==> src/rtl/inst_fetch.sv <==
// -----------------------------------------------------------------------------
// inst_fetch
//
// Instruction-fetch stage for the 16-bit single-cycle datapath. Owns the fetch
// PC, issues reads to a synchronous instruction memory (one cycle of latency),
// buffers the returned words in a small circular prefetch buffer and hands
// them to decode over a valid/ready handshake. A redirect from execute flushes
// the buffer and restarts fetch at a new PC.
//
// Parameters:
//   RESET_PC     PC loaded on reset (must be even)
//   DEPTH        prefetch buffer entries (power of 2, >= 2)
//
// Ports:
//   clock        system clock, rising-edge
//   reset_n      asynchronous active-low reset
//   imem_req     instruction read request this cycle
//   imem_addr    byte address of the request (always even)
//   imem_rdata   instruction word, valid the cycle after imem_req=1
//   if_valid     if_instr / if_pc hold a valid instruction
//   if_ready     decode accepts the instruction this cycle
//   if_instr     instruction at the buffer head
//   if_pc        byte address of if_instr
//   redirect     flush and restart fetch at redirect_pc
//   redirect_pc  new fetch address (bit 0 ignored)
//
// Handshake: an instruction transfers to decode in every cycle where
// if_valid=1 and if_ready=1 (and redirect=0). While if_valid=1 and
// if_ready=0, if_instr and if_pc stay stable; if_valid never drops without a
// transfer except on redirect or reset.
// -----------------------------------------------------------------------------
module inst_fetch #(
   parameter logic [15:0] RESET_PC = 16'h0000,
   parameter int          DEPTH    = 2
) (
   input  logic        clock,
   input  logic        reset_n,
   output logic        imem_req,
   output logic [15:0] imem_addr,
   input  logic [15:0] imem_rdata,
   output logic        if_valid,
   input  logic        if_ready,
   output logic [15:0] if_instr,
   output logic [15:0] if_pc,
   input  logic        redirect,
   input  logic [15:0] redirect_pc
);

   localparam int PW = (DEPTH > 1) ? $clog2(DEPTH) : 1;
   localparam int CW = $clog2(DEPTH + 1);

   logic [15:0]   pc;
   logic [15:0]   buf_instr [DEPTH];
   logic [15:0]   buf_pc    [DEPTH];
   logic [PW-1:0] rd_ptr;
   logic [PW-1:0] wr_ptr;
   logic [CW-1:0] count;
   logic          inflight;
   logic [15:0]   inflight_pc;
   logic          drop;
   logic [15:0]   last_instr;
   logic [15:0]   last_pc;

   logic          pop;
   logic          push;
   logic [CW:0]   level;

   always_comb begin
      if_valid = (count != '0);
      // Redirect overrides both sides of the buffer in its cycle.
      pop  = if_valid & if_ready & ~redirect;
      push = inflight & ~drop & ~redirect;
      // Occupancy the buffer would have after this cycle's pop, counting the
      // response already on its way. Never underflows: pop implies count>=1.
      level = {1'b0, count} + {{CW{1'b0}}, inflight} - {{CW{1'b0}}, pop};
      imem_req  = reset_n & ~redirect & (level < (CW+1)'(DEPTH));
      imem_addr = pc;
      // With an empty buffer the outputs keep showing the last head entry.
      if (count != '0) begin
         if_instr = buf_instr[rd_ptr];
         if_pc    = buf_pc[rd_ptr];
      end else begin
         if_instr = last_instr;
         if_pc    = last_pc;
      end
   end

   always_ff @(posedge clock or negedge reset_n) begin
      if (!reset_n) begin
         pc          <= RESET_PC;
         rd_ptr      <= '0;
         wr_ptr      <= '0;
         count       <= '0;
         inflight    <= 1'b0;
         inflight_pc <= '0;
         drop        <= 1'b0;
         last_instr  <= '0;
         last_pc     <= '0;
         for (int i = 0; i < DEPTH; i++) begin
            buf_instr[i] <= '0;
            buf_pc[i]    <= '0;
         end
      end else begin
         if (count != '0) begin
            last_instr <= buf_instr[rd_ptr];
            last_pc    <= buf_pc[rd_ptr];
         end

         if (redirect) begin
            // The request is suppressed in the redirect cycle and the
            // response arriving in it is discarded through push=0, so there
            // is nothing left in flight to drop afterwards.
            pc       <= redirect_pc & 16'hFFFE;
            rd_ptr   <= '0;
            wr_ptr   <= '0;
            count    <= '0;
            inflight <= 1'b0;
            drop     <= 1'b0;
         end else begin
            if (imem_req) begin
               pc          <= pc + 16'd2;
               inflight_pc <= pc;
            end
            inflight <= imem_req;
            drop     <= 1'b0;

            if (push) begin
               buf_instr[wr_ptr] <= imem_rdata;
               buf_pc[wr_ptr]    <= inflight_pc;
               wr_ptr            <= wr_ptr + PW'(1);
            end
            if (pop) begin
               rd_ptr <= rd_ptr + PW'(1);
            end

            case ({push, pop})
               2'b10:   count <= count + CW'(1);
               2'b01:   count <= count - CW'(1);
               default: ;
            endcase
         end
      end
   end

endmodule

==> config.mk <==
export PLATFORM = sky130hd
export DESIGN_NAME = inst_fetch
export DESIGN_NICKNAME = d
export VERILOG_FILES = /design/src/rtl/inst_fetch.sv
export SDC_FILE = /design/constraint.sdc
export NUM_CORES = 1
export LEC_CHECK = 0
export CORE_MARGIN = 5
export CORE_UTILIZATION = 53
export DETAILED_ROUTE_END_ITERATION = 8
export PLACE_DENSITY = 0.75
export RECOVER_POWER = 50
export SETUP_SLACK_MARGIN = 0.15
export SLEW_MARGIN = 10
export SYNTH_ARGS = -nofsm -noshare
export SYNTH_HDL_FRONTEND = slang
export SYNTH_SLANG_ARGS = --single-unit
==> constraint.sdc <==
create_clock -name clock -period 4.1 [get_ports clock]
set_input_delay 0.615 -clock clock [delete_from_list [all_inputs] [get_ports clock]]
set_output_delay 0.615 -clock clock [all_outputs]
set_load 0.005 [all_outputs]
==> parameters.txt, run 1 <==
Parameter                              Value

Synthesis
  Mean instance size in the synthesized netlist ... 11.79 µm²
  Cell area after synthesis ... 5456 µm²
  Library cell with the highest instance count after synthesis ... sky130_fd_sc_hd__dfrtp_1
  Synth Flop Type ... sky130_fd_sc_hd__dfrtp_1
  Synth Register Bits ... 129
  Share of synthesized area occupied by flip-flops and latches ... 0.5916
  Synth top cells by count ... 129 x sky130_fd_sc_hd__dfrtp_1, 63 x sky130_fd_sc_hd__mux2_2, 50 x sky130_fd_sc_hd__nand2_1
  Post-synth top area cell ... sky130_fd_sc_hd__dfrtp_1
  Post-synth ARST share ... 1.000
  Yosys top cell area share ... 0.5916
  Largest cells by area after synthesis ... sky130_fd_sc_hd__dfrtp_1 59%, sky130_fd_sc_hd__mux2_2 13%, sky130_fd_sc_hd__mux2i_1 6.1%
  Mapped Cells ... 463
  Number of synthesized flops with an enable pin ... 0
  Synthesized Nets ... 502
  Synth warn ... 0
  Number of distinct library cells after synthesis ... 41

CTS
  Clock transition at path regs ... 60 ps
  Maximum number of buffers from clock root to sink ... 2
  Clock tree from TritonCTS ... yes
  Clock buffer count from CTS ... 17
  Htree depth ... 4
  CTS sink count ... 129
  Clk_lat worst skew ... 520 ps
  Clock Tree Root ... sky130_fd_sc_hd__clkbuf_8

Flow run
  Max-capacitance violation count ... 1

Floorplanning
  Initial cell density of the core ... 0.5357
  Core region area ... 10180 µm²
  Die area ... 12420 µm²
  I/O pin count ... 86
  Vertical die dimension ... 111.5 µm
  Cell row count ... 37
  X dimension of the die ... 111.5 µm

Finish
  Layout net count ... 588
  Area growth from synthesis to final layout ... 29.72%
  Antenna cells ... 0
  Share of the core filled with cells ... 0.6950
  Fraction of final layout cells sized beyond drive strength 1 ... 0.1993

Hold path
  Min-delay worst type ... flop to flop
  Cells on Worst Hold Path ... 2
  Worst hold start ... last_pc[0]$_DFF_PN0_

Detailed routing
  Remaining design rule violation count ... 0
  Vias ... 3768
  Drt first-iter violations ... 217
  Final routed wire length divided by cell count ... 16.38 µm
  Via density per instance ... 5.398
  Initial DRT Pass Iterations ... 4
  Total wire length after detailed routing ... 11440 µm
  Antenna Nets Post-Route ... 0

Worst setup path
  Worst-path fanout max ... 4
  Cell count of the worst reg-to-reg path ... 11
  Critical Path AT ... 3160 ps
  Worst Path Required ... 3480 ps
  Worst setup startpoint ... count[1]$_DFFE_PN0P_
  Kind of launch point of the worst setup path ... flop
  FF-to-FF End ... imem_addr[14]$_DFFE_PN0P_
  RR Startpoint ... count[1]$_DFFE_PN0P_
  Slack of the worst reg-to-reg path ... 1110 ps
  Endpoint class of the critical path ... primary output
  Critical Path End ... imem_req
  Worst Path Class, Setup ... flop to primary output

Placement
  Number of port buffers ... 83
  Half-perimeter wire length after detailed placement ... 7212 µm
  RePlAce Congestion ... 0.8033

Timing
  Setup violators final ... 0
  Max-slew headroom at the worst pin ... -1.063
  Clock skew after layout ... 12.80 ps
  Crit share post-route ... 0.9215
  Final hold vios ... 0
  Pins over their slew limit ... 130
  Unrepaired setup endpoints after global routing ... no
  Final min period ... 3778 ps
  Peak Freq ... 0.2647 GHz
  Least-Margin Pin Slew ... 3095 ps
  Setup TNS ... 0 ps

Power
  Worst VDD drop ... 0.2745 mV
  Leakage power figure ... 3.077 nW
  Power density cells ... 623.2 nW/µm²

GRT
  Total routing usage reported by global routing ... 0.1956
  Largest net degree at the start of global routing ... 130
  Remaining global-route overflow ... 0
  First-pass GRT wire length ... 19440 µm
  Initial antenna violation count ... 0
  Vias in the first global route ... 3959

Outcome
  Run status ... finished, violations left
  Failing checks ... max-capacitance violations, max-slew violations
worst max-delay path, stage by stage, from the launching register on:
cell,delay [ps]
sky130_fd_sc_hd__dfrtp_2,410
sky130_fd_sc_hd__or2_2,300
sky130_fd_sc_hd__nand2_2,100
sky130_fd_sc_hd__nor2_1,50
sky130_fd_sc_hd__ha_1,260
sky130_fd_sc_hd__nand2b_1,160
sky130_fd_sc_hd__fa_1,490
sky130_fd_sc_hd__and3b_2,220
sky130_fd_sc_hd__nand2_1,70
sky130_fd_sc_hd__inv_1,80
sky130_fd_sc_hd__clkdlybuf4s50_1,510
layout make-up:
| type | instances | area, µm² |
|---|---|---|
| multi-input combinational | 297 | 2096 |
| clock inverter | 10 | 180.2 |
| fill | 766 | 3107 |
| tap | 136 | 170.2 |
| sequential | 129 | 3231 |
| clock buffer | 22 | 462.9 |
| timing repair buffer | 93 | 897.1 |
| inverter | 11 | 41.29 |
layer usage:
layer / up-vias / global-route usage / routed length, µm
met1: 1869 / 0.2538 / 5020
met4: 0 / 0.06975 / 151
li1: 1787 / - / -
met5: - / 0 / 0
met3: 11 / 0.05652 / 537
met2: 101 / 0.3160 / 5726
cells by family (layout without fill, tap and decap cells):
group / Yosys count / in the layout / share of synthesized area
DFF: 129 / 129 / 0.5916
and+or+nand+nor: 129 / 129 / 0.1069
muxes: 96 / 96 / 0.1906
AOI/OAI and AO/OA: 63 / 63 / 0.06673
buffers and inverters: 37 / 136 / 0.02729
xor gates and xnor gates: 5 / 5 / 0.008025
adders and majority gates: 3 / 3 / 0.008254
other: 1 / 1 / 0.0006873
registers in the layout, indices dropped and copies added (netlist names):
register and cells:
last_pc 16, inflight 1, count 2, last_instr 16
wr_ptr 1, buf_pc 30, buf_instr 32, imem_addr 15
inflight_pc 15, rd_ptr 1
how the worst min path moves through the flow:
stage,endpoint,slack (ps)
floorplan,buf_instr[0]$_DFFE_PN0P_,320
global placement,last_pc[0]$_DFF_PN0_,470
detailed placement,last_pc[0]$_DFF_PN0_,480
CTS,last_pc[6]$_DFF_PN0_,270
global route,last_pc[0]$_DFF_PN0_,500
finish,last_pc[0]$_DFF_PN0_,480
through the flow:
| step | hold WS, ps | area (µm²) | setup WS (ps) | power [mW] | cells |
|---|---|---|---|---|---|
| finish | 484.5 | 7078 | 321.7 | 4.411 | 698 |
| global placement | 472.9 | 6419 | 396.9 | 2.770 | 663 |
| CTS | 271.2 | 7069 | 170.8 | 4.458 | 695 |
| floorplan | 319.4 | 5456 | 650.4 | 2.323 | 463 |
| global route | 499.5 | 7078 | 102.5 | 4.654 | 698 |
| detailed placement | 477.6 | 6419 | 354.6 | 2.825 | 663 |
placed cells by master, fill, tap and decap left out, drive strengths merged, types with 2 or more instances in the layout:
cell type | Yosys | final
o21bai | 2 | 2
clkinvlp | 0 | 2
clkbuf | 11 | 24
buf | 15 | 9
a21oi | 36 | 36
a221o | 2 | 2
inv | 11 | 11
o21ai | 12 | 12
nor4 | 2 | 2
a32oi | 2 | 2
clkdlybuf4s50 | 0 | 81
clkinv | 0 | 3
dfrtp | 129 | 129
nor3 | 3 | 3
nor2b | 4 | 4
nand4 | 5 | 5
mux2i | 33 | 33
or3 | 2 | 2
xnor2 | 4 | 4
a22oi | 3 | 3
mux2 | 63 | 63
ha | 2 | 2
or4 | 3 | 3
bufinv | 0 | 5
nor2 | 40 | 40
nand3 | 12 | 12
nand2 | 50 | 50
nand3b | 2 | 2
o311ai | 3 | 3
what timing repair did:
item / in CTS / in global routing
endpoints found under the setup margin: 1 / 1
hold buffers: 0 / 0
buffers inserted: 0 / 3
pin swaps: 0 / 1
resized for setup: 1 / 3
where the power goes:
group	total [mW]	internal, mW	leakage, nW	switching, mW
combinational	0.939	0.566	1.19	0.373
clock	1.61	1.09	0.311	0.518
sequential	1.86	1.66	1.58	0.205
total	4.41	3.31	3.08	1.10
No activity file was read; power rests on OpenSTA's default activity.
==> inputs of run 2 (changes only) <==
- PLACE_DENSITY: 0.75 -> 0.9
==> run 2 against run 1 <==
Net effect: sequential share of layout area increased by 0.26 points; critical path depth unchanged; critical path type unchanged; final cell count unchanged; the flow still finishes with violations (max-capacitance violations, max-slew violations); largest power group unchanged; clock-buffer cell count decreased by 2.
==> parameters.txt, run 2 (synthesized netlist as in run 1, its figures left out) <==
Parameter                              Value

Timing
  Minimum hold slack ... 482.3 ps
  Peak Freq ... 0.2609 GHz
  Final hold vios ... 0
  Clock skew after layout ... 17.31 ps
  Pins over their slew limit ... 82
  Crit share post-route ... 0.9350
  Unrepaired setup endpoints after global routing ... no
  Least-Margin Pin Slew ... 2495 ps
  Setup violators final ... 0
  Max-slew headroom at the worst pin ... -0.6631
  Setup TNS ... 0 ps
  Final min period ... 3833 ps

Power
  Power density cells ... 616.2 nW/µm²
  Leakage power figure ... 3.045 nW
  Worst VDD drop ... 0.3008 mV

Detailed routing
  Drt first-iter violations ... 301
  Final routed wire length divided by cell count ... 17.17 µm
  Remaining design rule violation count ... 0
  Via density per instance ... 5.557
  Antenna Nets Post-Route ... 0
  Vias ... 3879
  Initial DRT Pass Iterations ... 5
  Total wire length after detailed routing ... 11980 µm

Floorplanning
  Vertical die dimension ... 111.5 µm
  X dimension of the die ... 111.5 µm
  Core region area ... 10180 µm²
  I/O pin count ... 86
  Die area ... 12420 µm²
  Initial cell density of the core ... 0.5357
  Cell row count ... 37

Finish
  Most common library cell in the layout ignoring fill and taps ... sky130_fd_sc_hd__dfrtp_1
  Flip-flop count of the largest register after layout ... 32
  Register name with the most flops ... buf_instr
  Layout net count ... 588
  Largest registers ... buf_instr (32), buf_pc (30)
  Antenna cells ... 0
  Fill cell instance count of the final layout ... 704
  Commonest cells after routing, fill and taps aside ... 127 x sky130_fd_sc_hd__dfrtp_1, 81 x sky130_fd_sc_hd__clkdlybuf4s50_1, 63 x sky130_fd_sc_hd__mux2_2
  Fraction of final layout cells sized beyond drive strength 1 ... 0.1975
  Area growth from synthesis to final layout ... 28.98%

Worst setup path
  Worst Path Class, Setup ... flop to primary output
  FF-to-FF End ... imem_addr[10]$_DFFE_PN0P_
  Slack of the worst reg-to-reg path ... 1040 ps
  Worst Path Required ... 3480 ps
  Cell count of the worst reg-to-reg path ... 11
  Critical Path AT ... 3220 ps
  Worst-path fanout max ... 4
  Endpoint class of the critical path ... primary output
  RR Startpoint ... count[0]$_DFFE_PN0P_
  Kind of launch point of the worst setup path ... flop

CTS
  Htree depth ... 4
  Clock buffer count from CTS ... 17
  CTS sink count ... 129
  Clock transition at path regs ... 60 ps
  Clock tree from TritonCTS ... yes
  Clock Tree Root ... sky130_fd_sc_hd__clkbuf_8
  Maximum number of buffers from clock root to sink ... 2
  Clk_lat worst skew ... 520 ps

Placement
  Half-perimeter wire length after detailed placement ... 7771 µm
  RePlAce Congestion ... 0.8289
  Number of port buffers ... 83

Outcome
  Run status ... finished, violations left
  Failing checks ... max-capacitance violations, max-slew violations

GRT
  Total routing usage reported by global routing ... 0.2022
  Vias in the first global route ... 4060
  Remaining global-route overflow ... 0
  Largest net degree at the start of global routing ... 82
  First-pass GRT wire length ... 20110 µm
  Initial antenna violation count ... 0

Hold path
  Cells on Worst Hold Path ... 2
  Min-delay worst type ... flop to flop
  End of the worst hold path ... last_pc[0]$_DFF_PN0_
  Worst hold start ... last_pc[0]$_DFF_PN0_

Flow run
  Max-capacitance violation count ... 2
## run 2: how the worst max path moves through the flow
stage / start / slack, ps / end
after floorplan: redirect / 650 / imem_req
after global placement: if_ready / 440 / imem_req
after detailed placement: if_ready / 360 / imem_req
after CTS: count[1]$_DFFE_PN0P_ / 160 / imem_req
after global routing: reset_n / 130 / count[1]$_DFFE_PN0P_
final: count[0]$_DFFE_PN0P_ / 270 / imem_req
## run 2: final cells by class
cell class,instances,area [µm²],area share
Sequential cell,129,3231,0.4590
Multi-Input combinational cell,297,2096,0.2978
Timing Repair Buffer,93,888.4,0.1262
Clock buffer,20,455.4,0.06471
Tap cell,136,170.2,0.02418
Clock inverter,12,156.4,0.02222
Inverter,11,41.29,0.005867
## run 2: report_power, final
part           switching [mW]  internal [mW]
registers               0.210           1.65
clock network           0.539          0.975
logic                   0.391          0.568
## run 2: what timing repair did
action | in CTS | in global routing
endpoints found under the setup margin | 1 | 1
hold buffers | 0 | 0
buffers inserted | 0 | 3
resized for setup | 2 | 2
gates cloned | 0 | 0
## run 2: critical path, cell delays in order (launching register included)
cell and delay, ps:
sky130_fd_sc_hd__dfrtp_1 410, sky130_fd_sc_hd__or2_2 340, sky130_fd_sc_hd__nand2_2 100, sky130_fd_sc_hd__nor2_1 40, sky130_fd_sc_hd__ha_1 260, sky130_fd_sc_hd__nand2b_1 160
sky130_fd_sc_hd__fa_1 480, sky130_fd_sc_hd__and3b_2 230, sky130_fd_sc_hd__nand2_1 80, sky130_fd_sc_hd__inv_1 90, sky130_fd_sc_hd__clkdlybuf4s50_1 500
## run 2: per-layer routing
metal  global-route usage  vias up  part of all wire
met1               0.2554     1938              0.42
met4              0.08759        0             0.021
met5                    0        -                 0
met3              0.04457       19             0.047
li1                     -     1775                 -
met2               0.3370      147              0.51
## run 2: stage by stage
step           total power [mW]    util  std cells  setup slack, ps  cell area (µm²)
2_1_floorplan             2.323       -        463            650.4             5456
3_3_place_gp              2.765  0.6295        663            444.5             6411
3_5_place_dp              2.843  0.6295        663            364.1             6411
4_1_cts                   4.381  0.6904        695            155.3             7032
5_1_grt                   4.576  0.6910        698            131.3             7038
6_report                  4.337  0.6910        698            266.6             7038
==> inputs of run 3 (changes only) <==
- CORE_UTILIZATION: 53 -> 55
- CTS_BUF_LIST: not set -> sky130_fd_sc_hd__clkbuf_4 sky130_fd_sc_hd__clkbuf_8
- PLACE_DENSITY: 0.9 -> 0.92
- REMOVE_ABC_BUFFERS: not set -> 1
==> run 3 against run 2 <==
Net effect: the run still ends with max-capacitance violations, max-slew violations left; non-clock buffer count decreased by 2; final cell count decreased by 0.72%; first-iteration DRC count decreased by 37%; critical path depth unchanged; worst setup slack improved by 42 ps; critical path type unchanged; largest cell class unchanged; largest power group unchanged; highest routed layer unchanged.
==> parameters.txt, run 3 (synthesized netlist as in run 1, its figures left out) <==
Parameter                              Value

Finish
  Largest registers ... buf_instr (32), buf_pc (30)
  Flip-flop count of the largest register after layout ... 32
  Layout net count ... 586
  Commonest cells after routing, fill and taps aside ... 128 x sky130_fd_sc_hd__dfrtp_1, 80 x sky130_fd_sc_hd__clkdlybuf4s50_1, 63 x sky130_fd_sc_hd__mux2_2
  Register name with the most flops ... buf_instr
  Fraction of final layout cells sized beyond drive strength 1 ... 0.1964
  Most common library cell in the layout ignoring fill and taps ... sky130_fd_sc_hd__dfrtp_1
  Final cell area excluding filler cells ... 6833 µm²
  Antenna cells ... 0
  Fill cell instance count of the final layout ... 700
  Area growth from synthesis to final layout ... 25.22%

Detailed routing
  Total wire length after detailed routing ... 11610 µm
  Remaining design rule violation count ... 0
  Antenna Nets Post-Route ... 0
  Via density per instance ... 5.540
  Vias ... 3839
  Initial DRT Pass Iterations ... 5
  Final routed wire length divided by cell count ... 16.75 µm
  Drt first-iter violations ... 189

Worst setup path
  Worst-path fanout max ... 6
  Slowest cell delay on critical path ... 500 ps
  Worst Path Required ... 3480 ps
  Count of buffering cells on the critical path with inverters included ... 2
  CP delay by family, top ... simple AND/OR/NAND/NOR gates
  Worst Path Class, Setup ... flop to primary output
  Kind of launch point of the worst setup path ... flop
  Critical Path AT ... 3180 ps
  Endpoint class of the critical path ... primary output
  Max stage delay cell, worst path ... sky130_fd_sc_hd__clkdlybuf4s50_1
  Cells along the critical path ... or2_2 -> nand2_2 -> nor2_1 -> ha_1 -> nand2b_1 -> fa_1 -> xnor2_2 -> nand2_1 -> inv_1 -> clkdlybuf4s50_1

CTS
  Htree depth ... 4
  Clk_lat worst skew ... 430 ps
  Clock Tree Root ... sky130_fd_sc_hd__clkbuf_8
  Clock buffer count from CTS ... 17
  Clock tree from TritonCTS ... yes
  Clock transition at path regs ... 80 ps
  Maximum number of buffers from clock root to sink ... 2
  CTS sink count ... 129

Power
  Power density cells ... 573.6 nW/µm²
  Gate power share ... 0.241
  Net Sw Power ... 1.069 mW
  Leakage power figure ... 2.952 nW
  Sequential cell fraction of total power ... 0.472
  Worst VDD drop ... 0.3008 mV
  Fraction of power spent switching nets ... 0.2729
  Clock share of power ... 0.287
  Internal power ... 2.850 mW

Timing
  Max-slew headroom at the worst pin ... -0.2807
  Least-Margin Pin Slew ... 1921 ps
  Peak Freq ... 0.2638 GHz
  Clock skew after layout ... 10.70 ps
  Unrepaired setup endpoints after global routing ... no
  Setup TNS ... 0 ps
  Pins over their slew limit ... 71
  Crit share post-route ... 0.9247
  Setup violators final ... 0
  Final hold vios ... 0
  Minimum hold slack ... 115.1 ps
  Final min period ... 3791 ps

Floorplanning
  Initial cell density of the core ... 0.5608
  Die area ... 12010 µm²
  X dimension of the die ... 109.6 µm
  Vertical die dimension ... 109.6 µm
  I/O pin count ... 86
  Cell row count ... 36
  Core region area ... 9729 µm²

Outcome
  Failing checks ... max-capacitance violations, max-slew violations
  Run status ... finished, violations left

Placement
  Half-perimeter wire length after detailed placement ... 7613 µm
  Number of port buffers ... 83
  RePlAce Congestion ... 0.8520
  Cell area after placement ... 6407 µm²

GRT
  Total routing usage reported by global routing ... 0.2100
  Largest net degree at the start of global routing ... 65
  Remaining global-route overflow ... 0
  Vias in the first global route ... 4029
  First-pass GRT wire length ... 19450 µm
  Initial antenna violation count ... 0

Flow run
  Max-capacitance violation count ... 2

Hold path
  Min-delay worst type ... input port to asynchronous set/reset pin
## run 3: area by class of cell
type / instances / area, µm² / share of cell area
sequential: 129 / 3229 / 0.4726
clock inverter: 12 / 158.9 / 0.02326
tap: 133 / 166.4 / 0.02435
multi-input combinational: 297 / 2096 / 0.3067
inverter: 11 / 41.29 / 0.006043
clock buffer: 20 / 262.8 / 0.03845
timing repair buffer: 91 / 878.3 / 0.1285
## run 3: per-layer routing
layer | wire length, µm | up-vias | GRT usage
li1 | - | 1775 | -
met1 | 4914 | 1901 | 0.2700
met2 | 5725 | 142 | 0.3391
met3 | 762 | 21 | 0.06577
met4 | 208 | 0 | 0.07035
met5 | 0 | - | 0
## run 3: power groups by stage
stage | Sequential, mW | Combinational, mW | Clock (mW)
finish | 1.85 | 0.944 | 1.13
global route | 1.90 | 1.05 | 1.21
CTS | 1.85 | 0.961 | 1.15
detailed placement | 1.88 | 0.956 | 0
global placement | 1.85 | 0.910 | 0
floorplan | 1.81 | 0.499 | 0
## run 3: worst paths after layout
kind,start,to,slack [ps],cells after the start
min in group clock,last_pc[0]$_DFF_PN0_,last_pc[0]$_DFF_PN0_,490,2
min,reset_n,last_instr[14]$_DFF_PN0_,120,1
max,count[1]$_DFFE_PN0P_,imem_req,310,10
max in group asynchronous,reset_n,count[1]$_DFFE_PN0P_,1090,3
max reg2reg,count[1]$_DFFE_PN0P_,imem_addr[14]$_DFFE_PN0P_,1020,11
min reg2reg,last_pc[0]$_DFF_PN0_,last_pc[0]$_DFF_PN0_,490,2
## run 3: metrics by stage
stage / power [mW] / cells / utilization / setup WS [ps]
global placement: 2.756 / 660 / 0.6586 / 451.0
global route: 4.161 / 693 / 0.7023 / 120.6
CTS: 3.966 / 692 / 0.7019 / 168.2
detailed placement: 2.833 / 660 / 0.6586 / 294.1
finish: 3.919 / 693 / 0.7023 / 308.6
floorplan: 2.313 / 437 / - / 162.8
## run 3: repair_timing
action | 4_1_cts | 5_1_grt
gates resized for setup | 0 | 4
setup buffers | 0 | 1
hold buffers | 0 | 0
endpoints found under the setup margin | 0 | 1
